<file path="src/rtl/fpdiv_iter.sv">
`default_nettype none
// fpdiv_iter: iterative divider for a 13-bit float (sign, 4-bit exponent bias 7, U(8.7) mantissa).
// Optional macro FPDIV_ROUND_EN adds a round-to-nearest stage after the restoring divide.
module fpdiv_iter (
  input  logic        i_clock,
  input  logic        i_reset,
  input  logic        i_start,
  input  logic [12:0] i_data1,
  input  logic [12:0] i_data2,
  output logic        o_busy,
  output logic        o_done,
  output logic [12:0] o_result
);

  localparam logic [12:0] NAN_VAL  = 13'h1F80;
  localparam logic [11:0] INF_MAG  = 12'hF00;
  localparam logic [11:0] ZERO_MAG = 12'h700;

  typedef enum logic [1:0] {
    IDLE  = 2'd0,
    DIV   = 2'd1,
    ROUND = 2'd2,
    DONE  = 2'd3
  } state_t;

  state_t      state_q, state_d;
  logic        sign_q, sign_d;
  logic [5:0]  exp_q, exp_d;
  logic [7:0]  dvs_q, dvs_d;
  logic [14:0] dvd_q, dvd_d;
  logic [7:0]  quo_q, quo_d;
  logic        ovf_q, ovf_d;
  logic [7:0]  rem_q, rem_d;
  logic [3:0]  cnt_q, cnt_d;
  logic [12:0] res_q, res_d;

  logic        a_nan, b_nan, a_inf, b_inf, a_zero, b_zero, a_m0, b_m0;
  logic        s_in, special;
  logic [12:0] special_res;
  logic [8:0]  trial, trial_sub;
  logic        fits;
  logic [7:0]  next_rem, next_quo;
  logic        next_ovf;

  // Pack sign/exponent/quotient into the output format, applying range clamps.
  function automatic logic [12:0] pack(input logic s, input logic [5:0] e, input logic ovf,
                                       input logic [7:0] q, input logic [7:0] r,
                                       input logic [7:0] m, input logic rnd);
    logic [7:0] mant;
    mant = ovf ? 8'hFF : q;
    if (rnd && ({r, 1'b0} >= {1'b0, m}) && (mant != 8'hFF))
      mant = mant + 8'd1;
    if (e[5])
      pack = {s, ZERO_MAG};
    else if (e > 6'd14)
      pack = {s, INF_MAG};
    else
      pack = {s, e[3:0], mant};
  endfunction

  always_comb begin
    a_nan  = (i_data1 == NAN_VAL);
    b_nan  = (i_data2 == NAN_VAL);
    a_inf  = (i_data1[11:8] == 4'hF) && !a_nan;
    b_inf  = (i_data2[11:8] == 4'hF) && !b_nan;
    a_zero = (i_data1[11:0] == ZERO_MAG);
    b_zero = (i_data2[11:0] == ZERO_MAG);
    a_m0   = (i_data1[7:0] == 8'h00);
    b_m0   = (i_data2[7:0] == 8'h00);
    s_in   = i_data1[12] ^ i_data2[12];
    special     = 1'b1;
    special_res = NAN_VAL;
    if (a_nan || b_nan)
      special_res = NAN_VAL;
    else if ((a_zero && b_zero) || (a_inf && b_inf))
      special_res = NAN_VAL;
    else if (b_zero || b_m0)
      special_res = {s_in, INF_MAG};
    else if (a_zero || a_m0)
      special_res = {s_in, ZERO_MAG};
    else if (a_inf)
      special_res = {s_in, INF_MAG};
    else if (b_inf)
      special_res = {s_in, ZERO_MAG};
    else
      special = 1'b0;
  end

  // One restoring step; a quotient bit leaving the 8-bit window means q > 255.
  always_comb begin
    trial     = {rem_q, dvd_q[14]};
    fits      = (trial >= {1'b0, dvs_q});
    trial_sub = trial - {1'b0, dvs_q};
    next_rem  = fits ? trial_sub[7:0] : trial[7:0];
    next_quo  = {quo_q[6:0], fits};
    next_ovf  = ovf_q | quo_q[7];
  end

  always_comb begin
    state_d = state_q;
    sign_d  = sign_q;
    exp_d   = exp_q;
    dvs_d   = dvs_q;
    dvd_d   = dvd_q;
    quo_d   = quo_q;
    ovf_d   = ovf_q;
    rem_d   = rem_q;
    cnt_d   = cnt_q;
    res_d   = res_q;
    case (state_q)
      IDLE: begin
        if (i_start) begin
          sign_d = s_in;
          exp_d  = {2'b00, i_data1[11:8]} - {2'b00, i_data2[11:8]} + 6'd7;
          dvs_d  = i_data2[7:0];
          dvd_d  = {i_data1[7:0], 7'b0};
          quo_d  = 8'h00;
          ovf_d  = 1'b0;
          rem_d  = 8'h00;
          cnt_d  = 4'd0;
          if (special) begin
            res_d   = special_res;
            state_d = DONE;
          end else begin
            state_d = DIV;
          end
        end
      end
      DIV: begin
        dvd_d = {dvd_q[13:0], 1'b0};
        quo_d = next_quo;
        ovf_d = next_ovf;
        rem_d = next_rem;
        cnt_d = cnt_q + 4'd1;
        if (cnt_q == 4'd14) begin
`ifdef FPDIV_ROUND_EN
          state_d = ROUND;
`else
          res_d   = pack(sign_q, exp_q, next_ovf, next_quo, next_rem, dvs_q, 1'b0);
          state_d = DONE;
`endif
        end
      end
      ROUND: begin
`ifdef FPDIV_ROUND_EN
        res_d = pack(sign_q, exp_q, ovf_q, quo_q, rem_q, dvs_q, 1'b1);
`endif
        state_d = DONE;
      end
      DONE:    state_d = IDLE;
      default: state_d = IDLE;
    endcase
  end

  always_ff @(posedge i_clock or negedge i_reset) begin
    if (!i_reset) begin
      state_q <= IDLE;
      sign_q  <= 1'b0;
      exp_q   <= 6'd0;
      dvs_q   <= 8'h00;
      dvd_q   <= 15'h0000;
      quo_q   <= 8'h00;
      ovf_q   <= 1'b0;
      rem_q   <= 8'h00;
      cnt_q   <= 4'd0;
      res_q   <= 13'h0000;
    end else begin
      state_q <= state_d;
      sign_q  <= sign_d;
      exp_q   <= exp_d;
      dvs_q   <= dvs_d;
      dvd_q   <= dvd_d;
      quo_q   <= quo_d;
      ovf_q   <= ovf_d;
      rem_q   <= rem_d;
      cnt_q   <= cnt_d;
      res_q   <= res_d;
    end
  end

  assign o_busy   = (state_q != IDLE);
  assign o_done   = (state_q == DONE);
  assign o_result = res_q;

endmodule
`default_nettype wire

</file>
<file path="config.mk">
export PLATFORM = sky130hd
export DESIGN_NAME = fpdiv_iter
export DESIGN_NICKNAME = d
export VERILOG_FILES = /design/src/rtl/fpdiv_iter.sv
export SDC_FILE = /design/constraint.sdc
export NUM_CORES = 1
export LEC_CHECK = 0
export ABC_CLOCK_PERIOD_IN_PS = 2550
export CORE_ASPECT_RATIO = 1.5
export CORE_MARGIN = 1.5
export CORE_UTILIZATION = 48
export CTS_CLUSTER_DIAMETER = 30
export CTS_CLUSTER_SIZE = 25
export DETAILED_ROUTE_END_ITERATION = 10
export GPL_TIMING_DRIVEN = 0
export PLACE_DENSITY = 0.71
export SLEW_MARGIN = 20
export SYNTH_ARGS = -nofsm -noshare
export SYNTH_HDL_FRONTEND = slang
export SYNTH_SLANG_ARGS = --single-unit
</file>
<file path="constraint.sdc">
create_clock -name i_clock -period 2.55 [get_ports i_clock]
set_clock_uncertainty 0.2 [all_clocks]
set_input_delay 0.3825 -clock i_clock [delete_from_list [all_inputs] [get_ports i_clock]]
set_output_delay 0.3825 -clock i_clock [all_outputs]
set_load 0.02 [all_outputs]
</file>
==> impl_metrics.toml <==
[status]
status = "complete, no violations"

[final_layout]
layout.nets = 456
fin_util_pct = 60.73
drive_above_1_share_pct = 11.46
diodes = 0
area_growth_pct = 22.88

[clocking]
cts_root_buf = "clkbuf_8"
cts-htree-levels = 3
cts_inserted_buffers = 9
path_clk_slew_ns = 0.07
numClockSinks = 59
clk_latency_ns = 0.34
cts_tree = "yes"
clockBufferDepth = 2

[grt]
overflow = 0
grt_max_degree = 49
grt_pass1_wl_mm = 12.70
antenna_found_initial = 0
grt.total_usage_pct = 21.72
grt_pass1_vias = 2766

[worst_setup_path]
path_cells = "inv_1 > ha_1 > buf_6 > or2b_2 > a21boi_4 > o21ai_0 > a31o_1 > buf_6 > buf_8 > o31ai_1"
r2r_slack_ns = 0.14
startpoint_type = "flip-flop"
path_max_fanout = 10
crit_path_end_kind = "flip-flop"
cpMaxStageDelayCell = "dfrtp_1"
required_ns = 2.59
worst-path-buf-inv = 4
critPathMaxStageDelay_ns = 0.40
timing.rr.end = "o_result[6]$_DFFE_PN0P_"
arrival_ns = 2.45
regToRegStartpoint = "state_q[0]$_DFFE_PN0P_"
startpoint = "state_q[0]$_DFFE_PN0P_"
crit_top_cell = "buf_6"
r2r_cells = 10
crit_type = "reg2reg"
cp_top_family = "compound AO/OA/AOI/OAI gates"

[placement]
dp_slack_ns = -0.1733
io_buffers = 43
dp.final_hpwl_mm = 5.746
place_congestion = 0.8301

[drt]
drcViolationCount = 0
ant_nets = 0
first_pass_iters = 4
route.vias.total = 2706
drt-total-wl_mm = 7.436
wire_per_inst_microns = 15.24
viasPerCell = 5.545
initialDrtViolationCount = 141

[logic_synthesis]
synth.net_count = 398
synthTopCellsByArea = "dfrtp_1 (44%), ha_1 (7.1%), o21ai_0 (5.5%)"
synth_commonest_cells = "dfrtp_1 (59), nand2_1 (45), o21ai_0 (37), inv_1 (24), ha_1 (19)"
synthMostInstantiatedCell = "dfrtp_1"
synth_area_sq_um = 3363
synth-edff-count = 0
ys_warn_count = 0
synth_largest_area_cell = "dfrtp_1"
yosysSeqAreaShare_pct = 43.90
synth_cell_types = 53
ys_seq_elements = 59
ys_async_sr_fraction_pct = 100.0
synth_ff_type = "dfrtp_1"
syn_inst = 348
synth.avg_cell_area_sq_um = 9.664
yosysTopAreaCellShare_pct = 43.90

[floorplanning]
core_sq_um = 6805
start_util_pct = 49.42
dieWidth_microns = 71.35
die_h_microns = 105.5
num_rows = 37
ios = 44
die_area_sq_um = 7528

[pwr]
leakagePower_nw = 1.888
powerDensity_nw_per_um2 = 1283
ir_worst_vdd_uv = 787.1
power_mw = 5.302

[timing]
min_period_ns = 2.411
setup-tns-final_ns = 0
setup_viol = 0
fmax_ghz = 0.4147
relSlewSlack_pct = 62.42
worstMarginPinSlew_ns = 0.5559
maxSlewViolCount = 0
post-route-period-util_pct = 94.56
hold_violations = 0
fin_ws_ns = 0.1388

[worst_hold_path]
hp-class = "in2async"

[run]
maxCapViolations = 0
[timing repair]
action | in CTS | in global routing
endpoints found under the setup margin | 2 | 25
cloned | 0 | 0
hold buffers | 1 | 0
hold endpoints to repair | 59 | 0
resized for setup | 1 | 7
buffers inserted | 0 | 2
pin swaps | 0 | 1
[kinds of logic (layout without fill, tap and decap cells)]
| family | after synthesis | in the layout | synth area share (%) |
|---|---|---|---|
| buffers and inverters | 38 | 100 | 5.097 |
| muxes | 23 | 23 | 7.217 |
| and+or+nand+nor | 104 | 104 | 15.22 |
| DFF | 59 | 59 | 43.90 |
| xor gates and xnor gates | 9 | 9 | 2.344 |
| adders and majority gates | 21 | 21 | 8.259 |
| AOI/OAI and AO/OA | 94 | 94 | 17.97 |
[flip-flops by register name (all words and copies together), names as in the netlist]
name / cells
rem_q: 8
o_result: 13
ovf_q: 1
sign_q: 1
exp_q: 6
quo_q: 8
dvd_q: 8
cnt_q: 4
dvs_q: 8
state_q: 2
[cells in the final DEF, fill, tap and decap left out, drive strengths merged, types with 13 or more instances in the layout]
| cell type | instances |
|---|---|
| a21oi | 14 |
| clkbuf | 19 |
| clkdlybuf4s50 | 41 |
| dfrtp | 59 |
| ha | 19 |
| inv | 24 |
| mux2i | 13 |
| nand2 | 47 |
| nor2 | 15 |
| o21ai | 37 |
[power by group]
group / internal, mW / switching (mW)
clock network: 0.367 / 0.370
registers: 1.35 / 0.277
logic: 1.33 / 1.61
total: 3.04 / 2.26
[per-layer routing]
layer	wire [microns]	global-route usage, %	vias up
met1	3135	25.70	1283
met4	217	9.973	0
li1	-	-	1359
met5	0	0	-
met3	218	4.589	13
met2	3864	37.04	51
[layout make-up]
type / instances / area [sq um]
sequential: 59 / 1476
buffer: 14 / 86.33
inverter: 24 / 90.09
multi-input combinational: 251 / 1732
clock buffer: 10 / 137.6
timing repair buffer: 47 / 483.0
fill: 614 / 2673
clock inverter: 5 / 30.03
tap: 78 / 97.59
[through the flow]
step           hold slack [ns]  instances  instance area (sq um)
2_1_floorplan          -0.1131        348                   3363
3_3_place_gp            0.2612        469                   3891
3_5_place_dp           0.04560        470                   3916
4_1_cts                 0.2231        486                   4095
5_1_grt                 0.2444        488                   4133
6_report                0.2282        488                   4133
[worst max-delay path by stage]
stage	endpoint	slack, ns	depth (start not counted)
finish	o_result[6]$_DFFE_PN0P_	0.14	10
global route	o_result[6]$_DFFE_PN0P_	-0.02	11
detailed placement	o_result[8]$_DFFE_PN0P_	-0.17	9
CTS	o_busy	0.03	5
floorplan	o_result[5]$_DFFE_PN0P_	0.37	10
global placement	dvs_q[2]$_DFFE_PN0P_	-0.97	1
Note: power is estimated with default switching activity, not from simulation.
